`config.mk`:
```
export PLATFORM = sky130hd
export DESIGN_NAME = lsu_axi_gen
export DESIGN_NICKNAME = d
export VERILOG_FILES = /design/src/rtl/lsu_axi_gen.sv
export SDC_FILE = /design/constraint.sdc
export NUM_CORES = 1
export LEC_CHECK = 0
export CAP_MARGIN = 20
export CORE_AREA = 2 2 188 190
export DETAILED_ROUTE_END_ITERATION = 6
export DIE_AREA = 0 0 190 192
export PLACE_DENSITY_LB_ADDON = 0.2
export SYNTH_ARGS = -nofsm -noshare
export SYNTH_HDL_FRONTEND = slang
export SYNTH_SLANG_ARGS = --single-unit
```
`constraint.sdc`:
```
create_clock -name clk -period 3.6 [get_ports clk]
set_clock_uncertainty 0.15 [all_clocks]
set_input_delay 0.9 -clock clk [delete_from_list [all_inputs] [get_ports clk]]
set_output_delay 0.9 -clock clk [all_outputs]
set_load 0.01 [all_outputs]
```
`src/rtl/lsu_axi_gen.sv`:
```
// Load/store unit bridging EXU requests onto an AXI4-Lite data port, one access outstanding.
// Loads are aligned and extended, stores are lane-shifted, and errors come back as a tagged response.
module lsu_axi_gen #(
  parameter int DATA_LEN = 64,
  localparam int STRB_W = DATA_LEN / 8,
  localparam int OFF_W  = $clog2(STRB_W)
) (
  input  logic                clk,
  input  logic                rst_n,
  input  logic                req_valid,
  output logic                req_ready,
  input  logic                req_is_store,
  input  logic [1:0]          req_size,
  input  logic                req_unsigned,
  input  logic [DATA_LEN-1:0] req_addr,
  input  logic [DATA_LEN-1:0] req_wdata,
  output logic                resp_valid,
  input  logic                resp_ready,
  output logic [DATA_LEN-1:0] resp_rdata,
  output logic                resp_wen,
  output logic [1:0]          resp_err,
  output logic                awvalid,
  input  logic                awready,
  output logic [DATA_LEN-1:0] awaddr,
  output logic                wvalid,
  input  logic                wready,
  output logic [DATA_LEN-1:0] wdata,
  output logic [STRB_W-1:0]   wstrb,
  input  logic                bvalid,
  output logic                bready,
  input  logic [1:0]          bresp,
  output logic                arvalid,
  input  logic                arready,
  output logic [DATA_LEN-1:0] araddr,
  input  logic                rvalid,
  output logic                rready,
  input  logic [DATA_LEN-1:0] rdata,
  input  logic [1:0]          rresp
);

  typedef enum logic [2:0] {IDLE, RD_AR, RD_R, WR_AW_W, WR_B, RESP} state_t;

  state_t                state, state_next;
  logic                  aw_done, w_done, aw_done_next, w_done_next;
  logic                  accept, misaligned;
  logic [1:0]            size_q;
  logic                  unsigned_q;
  logic [DATA_LEN-1:0]   addr_q;
  logic [OFF_W-1:0]      req_off;
  logic [3:0]            req_bytes;
  logic [STRB_W-1:0]     lane_mask, st_wstrb;
  logic [DATA_LEN-1:0]   st_wdata;
  logic [DATA_LEN-1:0]   rd_sh, keep, load_ext;
  logic [6:0]            nbits;
  logic                  sign;

  assign accept = req_valid & req_ready;
  assign awaddr = addr_q;
  assign araddr = addr_q;

  always_comb begin
    misaligned = 1'b0;
    case (req_size)
      2'd1:    misaligned = req_addr[0];
      2'd2:    misaligned = |req_addr[1:0];
      2'd3:    misaligned = (DATA_LEN == 32) || (|req_addr[2:0]);
      default: misaligned = 1'b0;
    endcase
  end

  always_comb begin
    req_off   = req_addr[OFF_W-1:0];
    req_bytes = 4'd1 << req_size;
    lane_mask = (STRB_W'(1) << req_bytes) - STRB_W'(1);
    st_wstrb  = lane_mask << req_off;
    st_wdata  = req_wdata << {req_off, 3'b000};
  end

  // keep marks the surviving low bits; its top bit selects the sign position
  always_comb begin
    rd_sh = rdata >> {addr_q[OFF_W-1:0], 3'b000};
    nbits = 7'd8 << size_q;
    if (int'(nbits) > DATA_LEN) nbits = 7'(DATA_LEN);
    keep     = (DATA_LEN'(1) << nbits) - DATA_LEN'(1);
    sign     = |(rd_sh & keep & ~(keep >> 1));
    load_ext = (rd_sh & keep) | ((sign && !unsigned_q) ? ~keep : '0);
  end

  always_comb begin
    state_next   = state;
    aw_done_next = aw_done;
    w_done_next  = w_done;
    case (state)
      IDLE: begin
        aw_done_next = 1'b0;
        w_done_next  = 1'b0;
        if (accept) begin
          if (misaligned)        state_next = RESP;
          else if (req_is_store) state_next = WR_AW_W;
          else                   state_next = RD_AR;
        end
      end
      RD_AR:   if (arready) state_next = RD_R;
      RD_R:    if (rvalid)  state_next = RESP;
      WR_AW_W: begin
        aw_done_next = aw_done | (awvalid & awready);
        w_done_next  = w_done  | (wvalid & wready);
        if (aw_done_next && w_done_next) state_next = WR_B;
      end
      WR_B:    if (bvalid)     state_next = RESP;
      RESP:    if (resp_ready) state_next = IDLE;
      default: state_next = IDLE;
    endcase
  end

  always_ff @(posedge clk or negedge rst_n) begin
    if (!rst_n) begin
      state   <= IDLE;
      aw_done <= 1'b0;
      w_done  <= 1'b0;
    end else begin
      state   <= state_next;
      aw_done <= aw_done_next;
      w_done  <= w_done_next;
    end
  end

  // handshake outputs are flops decoded from the next state
  always_ff @(posedge clk or negedge rst_n) begin
    if (!rst_n) begin
      req_ready  <= 1'b1;
      arvalid    <= 1'b0;
      rready     <= 1'b0;
      awvalid    <= 1'b0;
      wvalid     <= 1'b0;
      bready     <= 1'b0;
      resp_valid <= 1'b0;
      resp_wen   <= 1'b0;
    end else begin
      req_ready  <= (state_next == IDLE);
      arvalid    <= (state_next == RD_AR);
      rready     <= (state_next == RD_R);
      awvalid    <= (state_next == WR_AW_W) && !aw_done_next;
      wvalid     <= (state_next == WR_AW_W) && !w_done_next;
      bready     <= (state_next == WR_B);
      resp_valid <= (state_next == RESP);
      resp_wen   <= (state == RD_R) && rvalid && (rresp == 2'd0);
    end
  end

  always_ff @(posedge clk or negedge rst_n) begin
    if (!rst_n) begin
      size_q     <= 2'd0;
      unsigned_q <= 1'b0;
      addr_q     <= '0;
      wdata      <= '0;
      wstrb      <= '0;
      resp_err   <= 2'd0;
      resp_rdata <= '0;
    end else begin
      if (accept) begin
        size_q     <= req_size;
        unsigned_q <= req_unsigned;
        addr_q     <= req_addr;
        wdata      <= st_wdata;
        wstrb      <= st_wstrb;
        resp_err   <= misaligned ? 2'd1 : 2'd0;
        resp_rdata <= '0;
      end
      if (state == RD_R && rvalid) begin
        resp_err   <= (rresp != 2'd0) ? 2'd2 : 2'd0;
        resp_rdata <= (rresp != 2'd0) ? '0 : load_ext;
      end
      if (state == WR_B && bvalid) resp_err <= (bresp != 2'd0) ? 2'd2 : 2'd0;
      if (state == RESP && resp_ready) begin
        resp_err   <= 2'd0;
        resp_rdata <= '0;
      end
    end
  end

endmodule

```
# Word level (Yosys, flattened, before mapping)
# Index checks and enable logic that the tools add are counted.
[op_classes]
order_cmp = 1
n_mux = 25
reduce_logical = 21
eq_ne = 13
bitwise_logic = 10
n_addsub = 2
shifts = 7
[ops]
columns = ["cell", "n"]
rows = [
  ["$mux 64", 5],
  ["$and 64x64->64", 2],
  ["$not 63->64", 1],
  ["$not 64->64", 1],
  ["$or 64x64->64", 1],
  ["$reduce_or 64->1", 1],
  ["$shl 1x7->64 const A", 1],
  ["$shl 64x6->64", 1],
  ["$shr 64x6->64", 1],
  ["$sub 64x2->64 const B", 1],
  ["$mux 3", 7],
  ["$pmux 3 s6", 1],
  ["$mux 2", 7],
  ["$eq 3x2->1 const B", 4],
  ["$eq 3x3->1 const B", 4],
  ["$logic_and 1x1->1", 8],
  ["$shl 1x4->8 const A", 1],
  ["$shl 8x3->8", 1],
  ["$sub 8x2->8 const B", 1],
  ["$gt 7x7->1 const B", 1],
  ["$mux 7", 1],
  ["$shl 4x2->7 const A", 1],
  ["$eq 3x1->1 const B", 2],
  ["$logic_not 3->1", 2],
  ["15 further kinds", 23],
]
[totals]
input_bits = 209
word_cells = 97
reg_bits = 218

# Logic depth before layout (Yosys ltp)
# Gate-level depths: netlist of run 1.
[logic_depth]
word_depth = 14
mapped_depth = 9
mapped_depth_nobuf = 6

# Worst setup path before layout of run 1
# No wires, ideal clock.
[synth_timing]
kind = "input -> register"
from = "input port rdata[63]"
to = "register resp_rdata[24]"
setup_slack_ns = 0.947
setup_time_ns = 0.131
path_stages = 5
arrival_time_ns = 2.373
path_cell_list = "mux4_2 -> mux4_2 -> or3_1 -> o211ai_2 -> o21ai_1"
[synth_between]
elab_chain_len = 10
[synth_rtl]
columns = ["item", "line_no", "rtl"]
rows = [
  ["start, declared", "37", "input logic [DATA_LEN-1:0] rdata,"],
  ["$shr 64x6->64", "81", "rd_sh = rdata >> {addr_q[OFF_W-1:0], 3'b000};"],
  ["$and 64x64->64 (2 in a row)", "85", "sign = |(rd_sh & keep & ~(keep >> 1));"],
  ["$reduce_or 64->1", "85", ""],
  ["$logic_and 1x1->1", "86", "load_ext = (rd_sh & keep) | ((sign && !unsigned_q) ? ~keep : '0);"],
  ["$mux 64", "86", ""],
  ["$or 64x64->64", "86", ""],
  ["$mux 64", "172", "resp_rdata <= (rresp != 2'd0) ? '0 : load_ext;"],
  ["$mux 64", "170", "if (state == RD_R && rvalid) begin"],
  ["$mux 64", "175", "if (state == RESP && resp_ready) begin"],
  ["end signal, assigned", "172", ""],
  ["end, declared", "19", "output logic [DATA_LEN-1:0] resp_rdata,"],
]
# Every way passes these cells.
# A chain may end at the register's enable or synchronous reset.

# Worst setup path in the final report of run 1
[layout_timing]
from = "register addr_q[1], in the netlist araddr[1]"
to = "output port awaddr[1]"
[layout_lines]
columns = ["item", "line_no", "rtl"]
rows = [
  ["start, declared", "48", "logic [DATA_LEN-1:0] addr_q;"],
  ["start signal, assigned", "164", "addr_q <= req_addr;"],
  ["end, declared", "24", "output logic [DATA_LEN-1:0] awaddr,"],
]
# No word-level cell between the ends.

==> results of run 1 <==
## metal layers
layer  routed length [um]  up-vias
met5                   13        -
met3                 3933       72
met2                22500      428
met4                 1239        2
met1                17390     5177
li1                     -     4925
## cell usage in the layout, fill, tap and decap left out, types with 21 or more instances in the layout
cell type                           n
sky130_fd_sc_hd__nor2_1            29
sky130_fd_sc_hd__clkbuf_16         26
sky130_fd_sc_hd__nand2_1          207
sky130_fd_sc_hd__mux2i_1          114
sky130_fd_sc_hd__o21ai_0           93
sky130_fd_sc_hd__dfrtp_1          215
sky130_fd_sc_hd__a22o_1            26
sky130_fd_sc_hd__buf_4             28
sky130_fd_sc_hd__a211oi_1          21
sky130_fd_sc_hd__a22oi_1           23
sky130_fd_sc_hd__nor2b_1           29
sky130_fd_sc_hd__a21oi_1           35
sky130_fd_sc_hd__mux2_2            74
sky130_fd_sc_hd__clkdlybuf4s50_1  479
## worst paths after layout
check,startpoint,to,slack [ns],depth (start not counted)
worst max-delay path,araddr[1],awaddr[1],0.59,1
worst min-delay path,rst_n,araddr[54],0.23,1
worst max register to register,araddr[0],resp_rdata[25],0.85,5
min in group clk,wstrb[3],wstrb[3],0.33,2
max in group asynchronous,rst_n,req_ready,2.21,2
worst min register to register,wstrb[3],wstrb[3],0.33,2
## metrics by stage
| stage | util (%) | power [mW] |
|---|---|---|
| 2_1_floorplan | - | 7.465 |
| 3_5_place_dp | 48.96 | 10.62 |
| 6_report | 51.57 | 13.26 |
| 4_1_cts | 51.56 | 13.41 |
| 5_1_grt | 51.56 | 14.02 |
| 3_3_place_gp | 48.96 | 10.58 |
## flip-flops by register name, summed over array words and instances (netlist names), 2 cells and up
name,cells
araddr,64
resp_rdata,64
wdata,64
wstrb,8
state,3
resp_err,2
size_q,2
## power breakdown
part           internal, mW  leakage, nW  switching (mW)  total [mW]
clock                  1.58        0.426            1.12        2.71
combinational          3.50         4.48            2.89        6.39
sequential             3.29         2.82           0.874        4.17
## layout make-up
type                       instances  area, sq um  area share [%]
tap                              455        569.3           3.220
clock inverter                    16        168.9          0.9553
inverter                           7        26.28          0.1486
multi-input combinational        800         5565           31.47
clock buffer                      32        723.2           4.090
antenna                            1        2.502         0.01415
timing repair buffer             516         5165           29.21
sequential                       218         5461           30.89
## cell families (layout without fill, tap and decap cells)
kind of cell	Yosys count	count (layout)
AND/OR/NAND/NOR	320	320
AO/OA/AOI/OAI	279	279
flip-flops	218	218
multiplexers	201	201
buffers and inverters	159	571
other	0	1
==> impl_summary.log, run 1 <==
[metrics] outcome: completed
[metrics] std cell rows: just under 70
[metrics] wire length of the first global-routing pass: between 60000 and 70000 um
[metrics] number of distinct library cell variants in the gate-level netlist after synthesis: 52
[metrics] Final Max Tran Viols: 0
[metrics] count of cells resized by post-cts repair: 0
[metrics] cell with the biggest individual delay on the critical path: sky130_fd_sc_hd__dfrtp_2
[metrics] simple-gate area share of the yosys netlist: between 10% and 20%
[metrics] Critical Path AT: between 1.5 and 2 ns
[metrics] area of the placeable core: about 34000 sq um
[metrics] unrepaired setup endpoints after global routing: false
[metrics] weighted congestion at the end of routability-driven global placement: around 0.91
[metrics] minimum clock period: 3.005 ns
[metrics] Port-buffer cells: 482
[metrics] clock buffer count from CTS: 26
[metrics] met1 usage in global routing: about 29%
[metrics] total of warnings raised by yosys: 0
[metrics] mean instance size in the synthesized netlist: around 10 sq um
[metrics] Final Hold Fails: 0
[metrics] Global Route Usage Sum: 23.68%
[metrics] Worst setup SP type: flip-flop
[metrics] data required time at the worst endpoint: between 2 and 3 ns
[metrics] fin crit share: 83.47%
[metrics] final net count: about 1800
[metrics] Placement Cell Area: about 17000 sq um
[metrics] number of hold-repair buffers added at the cts stage: 0
[metrics] count of endpoints failing setup in the final report: 0
[metrics] wire length after detailed routing: between 40000 and 50000 um
[metrics] class of the tightest hold or removal check: input pin to asynchronous set/reset pin
[metrics] layer carrying the most global-route usage: met2
[metrics] share of cells above drive strength 1: about an eighth
[metrics] leading cell type by number of instances after synthesis: sky130_fd_sc_hd__dfrtp_1
[metrics] Pre-antenna DRT Iters: 5
[metrics] worst slack, placed: approximately 0.11 ns
[metrics] share of async-settable or async-resettable flops after synthesis: between 90% and 100%
[metrics] final worst slack: around 0.6 ns
[metrics] share of the synthesized area in compound gates (AO/OA/AOI/OAI): ~15%
[metrics] Die Ht: roughly 190 um
[metrics] Critical Path Sink Type: primary output
[metrics] clock slew seen by the registers of the worst setup and hold paths: approximately 0.06 ns
[metrics] most numerous cell types in the synthesized netlist: sky130_fd_sc_hd__dfrtp_1, sky130_fd_sc_hd__nand2_1, sky130_fd_sc_hd__mux2i_1
[metrics] M3 GR Usage: between 6 and 7%
[metrics] area leader, netlist: sky130_fd_sc_hd__dfrtp_1
[metrics] Finished Cell Area: between 15000 and 20000 sq um
[metrics] Total Neg Setup Slack: 0 ns
[metrics] transition time at the pin with the least slew margin: between 0.8 and 0.9 ns
[metrics] number of buffer and inverter stages on the critical path: 1
[metrics] synthesized flop and latch total: 218
[metrics] Syn Inst Count: 1177
[metrics] maximum root-to-sink buffer count: 3
[metrics] mapped cell area: ~12000 sq um
[metrics] number of standard cells in the layout, taps in and fillers out: 2045
[metrics] worst relative slew slack: between 40% and 50%
[metrics] synthesized-area fraction occupied by adder cells: 0%
[metrics] area share of the largest cell type after synthesis: a little under half
[metrics] drc violations: 0
[metrics] number of antenna violations at the first check in global routing: 2
[metrics] clock root buffer master: sky130_fd_sc_hd__clkbuf_16
[metrics] Fill cells: between 3000 and 4000
[metrics] worst hold margin: about 0.23 ns
[metrics] H-Tree Depth: 1
[metrics] antenna-violating nets left: 0
[metrics] insertion delay of the later-clocked pin in the worst-skew pair: around 0.53 ns
[metrics] register area share after synthesis: a little under half
[metrics] post-synthesis to final-layout area growth: 49.04%
[metrics] buffers inserted during post-CTS setup optimization: 0
[metrics] synthesized-area fraction occupied by xor and xnor cells: 0%
[metrics] CP Max Fanout: 32
[metrics] Via-to-Cell Ratio: about 5.2
[metrics] vias in the first global route: approximately 11000
[metrics] number of enable flip-flop cells after synthesis: 0
[metrics] global routing met2 resource utilization: roughly two fifths
[metrics] width of the die: between 150 and 200 um
[metrics] mux contribution to synthesized area: between 10% and 20%
[metrics] largest net degree at the start of global routing: between 100 and 150
[metrics] average wire per standard cell: roughly 22 um
[metrics] max-cap violations: 0
[metrics] gate family responsible for the most delay along the worst path: flip-flops
[metrics] count of clock tree sinks: approximately 220
[metrics] worst ir drop on vdd: 0.5783 mV
[metrics] Initial Utilization: 34.60%
[metrics] remaining global-route overflow: 0
[metrics] clock tree from TritonCTS: built
[metrics] static leakage: 7.723 nW
[metrics] final HPWL from detailed placement: ~34000 um
[metrics] number of vias after detailed routing: ~11000
[metrics] net count of the mapped netlist: about 1400
[metrics] FMAX: 0.3328 GHz
[metrics] commonest register cell after synthesis: sky130_fd_sc_hd__dfrtp_1
[metrics] 1st-iter DRT viols: 592
[metrics] delay of the slowest cell on the worst path: 0.76 ns
[metrics] Cell Pwr Density: roughly 750 nW/um^2
[metrics] Die Footprint: between 30000 and 40000 sq um
[metrics] CP Cell Sequence: clkdlybuf4s50_1
[metrics] top cells by area, synth: sky130_fd_sc_hd__dfrtp_1, sky130_fd_sc_hd__mux2i_1, sky130_fd_sc_hd__mux2_2, sky130_fd_sc_hd__nand2_1, sky130_fd_sc_hd__buf_4
[metrics] placed cells: 1996
[metrics] dominant combinational cell family by area after synthesis: multiplexers
[metrics] classification of the worst setup path: flip-flop to primary output
[metrics] I/O pin total: between 400 and 500
Power figures use the tool's default switching activity.
==> run 2: changes to the inputs <==
--- a/config.mk
+++ b/config.mk
@@ -6,9 +6,9 @@
 export NUM_CORES = 1
 export LEC_CHECK = 0
 export CAP_MARGIN = 20
-export CORE_AREA = 2 2 188 190
+export CORE_AREA = 2 2 186 188
 export DETAILED_ROUTE_END_ITERATION = 6
-export DIE_AREA = 0 0 190 192
+export DIE_AREA = 0 0 188 190
 export PLACE_DENSITY_LB_ADDON = 0.2
 export SYNTH_ARGS = -nofsm -noshare
 export SYNTH_HDL_FRONTEND = slang
==> constraint.sdc (replaced) <==
create_clock -name clk -period 2.45 [get_ports clk]
set_clock_uncertainty 0.15 [all_clocks]
set_input_delay 0.6125 -clock clk [delete_from_list [all_inputs] [get_ports clk]]
set_output_delay 0.6125 -clock clk [all_outputs]
set_load 0.01 [all_outputs]
==> run 2 against run 1 <==
  * The run now ends with setup timing left
  * Clock power grew 51%
  * Sequential power grew 41%
  * Clock-buffer cell count grew 4
  * Die area shrank 2.1%
  * Non-clock buffer count grew 109
==> impl_summary.log, run 2 (synthesized netlist as in run 1, its figures left out) <==
[metrics] outcome: finished, violations left
[metrics] failing checks: setup timing
[metrics] Via-to-Cell Ratio: 5.161 (-0.47%)
[metrics] largest net degree at the start of global routing: 115 (-0.86%)
[metrics] final net count: 1887 (+6.1%)
[metrics] worst ir drop on vdd: 0.8251 mV (+43%)
[metrics] Worst setup SP type: flip-flop
[metrics] Die Ht: 190 um (-1.0%)
[metrics] power consumption: 20.71 mW (+56%)
[metrics] Port-buffer cells: 482 (unchanged)
[metrics] wire length after detailed routing: 47050 um (+4.4%)
[metrics] layer carrying the most global-route usage: met2
[metrics] vias in the first global route: 11245 (+4.8%)
[metrics] Fill cells: 3013 (-4.2%)
[metrics] fin crit share: 102.4%
[metrics] Die Footprint: 35720 sq um (-2.1%)
[metrics] leading cell type in the layout, fill and taps excluded: sky130_fd_sc_hd__clkdlybuf4s50_1
[metrics] 1st-iter DRT viols: 702 (+19%)
[metrics] met1 usage in global routing: 31.03% (+2.5 points)
[metrics] std cell rows: 68 (unchanged)
[metrics] number of vias after detailed routing: 11127 (+4.9%)
[metrics] classification of the worst setup path: flip-flop to flip-flop
[metrics] commonest cells after routing, fill and taps aside: sky130_fd_sc_hd__clkdlybuf4s50_1, sky130_fd_sc_hd__dfrtp_1, sky130_fd_sc_hd__nand2_1, sky130_fd_sc_hd__buf_4, sky130_fd_sc_hd__mux2i_1
[metrics] count of endpoints failing setup in the final report: 9 (+9)
[metrics] CP Max Fanout: 5 (-84%)
[metrics] width of the die: 188 um (-1.1%)
[metrics] clock buffer count from CTS: 26 (unchanged)
[metrics] data required time at the worst endpoint: 2.77 ns (+0.22 ns)
[metrics] Initial Utilization: 34.95% (+0.35 points)
[metrics] static leakage: 8.394 nW (+8.7%)
[metrics] area of the multi-input gates: 5627 sq um (+1.1%)
[metrics] insertion delay of the later-clocked pin in the worst-skew pair: 0.53 ns (about the same)
[metrics] minimum clock period: roughly 2.5 ns
[metrics] Pre-antenna DRT Iters: 5 (unchanged)
[metrics] Final Max Tran Viols: 0 (unchanged)
[metrics] Critical Path Sink Type: flip-flop
[metrics] Cell Pwr Density: 1102 nW/um^2 (+47%)
[metrics] class of the tightest hold or removal check: flip-flop to flip-flop
[metrics] final worst slack: -0.05779 ns (-0.6527 ns)
[metrics] max-cap violations: 0 (unchanged)
[metrics] H-Tree Depth: 1 (unchanged)
[metrics] average wire per standard cell: 21.82 um (-1.0%)
[metrics] worst hold margin: 0.3276 ns (+0.09830 ns)
[metrics] Total Neg Setup Slack: -0.3332 ns (-0.3332 ns)
[metrics] clock tree from TritonCTS: built
[metrics] transition time at the pin with the least slew margin: 0.7662 ns (-0.1018 ns)
[metrics] drc violations: 0 (unchanged)
[metrics] worst relative slew slack: 48.81% (+6.8 points)
[metrics] post-synthesis to final-layout area growth: 58.37%
[metrics] Critical Path AT: 2.82 ns (+0.86 ns)
[metrics] Final Hold Fails: 0 (unchanged)
[metrics] remaining global-route overflow: 0 (unchanged)
[metrics] clock root buffer master: sky130_fd_sc_hd__clkbuf_16
[metrics] global routing met2 resource utilization: 43.91% (+2.7 points)
[metrics] number of antenna violations at the first check in global routing: 3 (+1)
[metrics] wire length of the first global-routing pass: 69220 um (+5.2%)
[metrics] M3 GR Usage: 6.641% (-0.010 points)
[metrics] FMAX: about 0.40 GHz
[metrics] unrepaired setup endpoints after global routing: true
[metrics] footprint of the flip-flops and latches: 5461 sq um (unchanged)
[metrics] antenna-violating nets left: 0 (unchanged)
[metrics] Global Route Usage Sum: 25.45% (+1.8 points)
[metrics] share of cells above drive strength 1: 18.02% (+6.0 points)
[metrics] area of the placeable core: 33950 sq um (-0.99%)
[metrics] final HPWL from detailed placement: 36940 um (+7.3%)
[metrics] clock slew seen by the registers of the worst setup and hold paths: 0.06 ns (about the same)
[metrics] count of clock tree sinks: 218 (unchanged)
[metrics] weighted congestion at the end of routability-driven global placement: 0.9369 (+3.3%)
[metrics] maximum root-to-sink buffer count: 3 (unchanged)
[metrics] I/O pin total: 483 (unchanged)
[run 2: changes by cell type in the layout (fill, tap and decap cells not counted), moves of 3 or more]
cell and change:
sky130_fd_sc_hd__buf_4 +91, sky130_fd_sc_hd__buf_12 +12, sky130_fd_sc_hd__clkdlybuf4s50_1 -7, sky130_fd_sc_hd__dlygate4sd2_1 +5, sky130_fd_sc_hd__buf_6 +4, sky130_fd_sc_hd__clkbuf_8 +3
sky130_fd_sc_hd__clkinvlp_4 -3
[run 2: layout make-up]
type	instances	share of cell area [%]
Timing Repair Buffer	625	32.86
Multi-Input combinational cell	800	29.95
Sequential cell	218	29.07
Clock buffer	36	4.089
Tap cell	455	3.030
Clock inverter	12	0.8257
Inverter	7	0.1398
Antenna cell	3	0.03995
[run 2: worst max-delay path, stage by stage, from the launching register on]
cell	delay [ns]
sky130_fd_sc_hd__dfrtp_4	0.49
sky130_fd_sc_hd__buf_12	0.14
sky130_fd_sc_hd__buf_4	0.14
sky130_fd_sc_hd__mux2i_1	0.11
sky130_fd_sc_hd__mux4_2	0.54
sky130_fd_sc_hd__buf_6	0.16
sky130_fd_sc_hd__a2111oi_4	0.40
sky130_fd_sc_hd__buf_4	0.21
sky130_fd_sc_hd__a221o_1	0.10
[run 2: final timing paths]
path                           start             end  slack (ns)  cells after the start
max                        araddr[0]  resp_rdata[20]       -0.06                      8
min                        wdata[57]       wdata[57]        0.33                      2
max reg2reg                araddr[0]  resp_rdata[20]       -0.06                      8
min reg2reg                wdata[57]       wdata[57]        0.33                      2
max in group asynchronous      rst_n       req_ready        1.06                      3
min in group asynchronous      rst_n  resp_rdata[44]        0.46                      2
[run 2: power by group]
group	leakage, nW	switching [mW]	internal [mW]
registers	2.82	1.02	4.85
clock network	0.454	1.59	2.51
logic	5.12	4.81	5.93
total	8.39	7.42	13.3
[run 2: what timing repair did]
| item | CTS | global route |
|---|---|---|
| cloned | 1 | 1 |
| endpoints found under the setup margin | 21 | 54 |
| resized for setup | 14 | 14 |
| pin swaps | 2 | 10 |
| hold endpoints to repair | 44 | 0 |
| hold buffers | 1 | 0 |
| setup buffers | 4 | 1 |
[run 2: through the flow]
step | cell area [sq um] | util, % | instances | setup slack, ns
after floorplan | 11860 | - | 1177 | 0.08428
after global placement | 17680 | 52.07 | 2097 | -0.6055
after detailed placement | 17680 | 52.07 | 2097 | -0.6472
after CTS | 18700 | 55.08 | 2151 | 0.0005067
after global routing | 18780 | 55.33 | 2153 | -0.07285
final | 18790 | 55.35 | 2156 | -0.05779
[run 2: metal layers]
layer / wire, um / vias to the layer above
li1: - / 5141
met1: 18420 / 5462
met2: 23480 / 452
met3: 3730 / 70
met4: 1414 / 2
met5: 11 / -
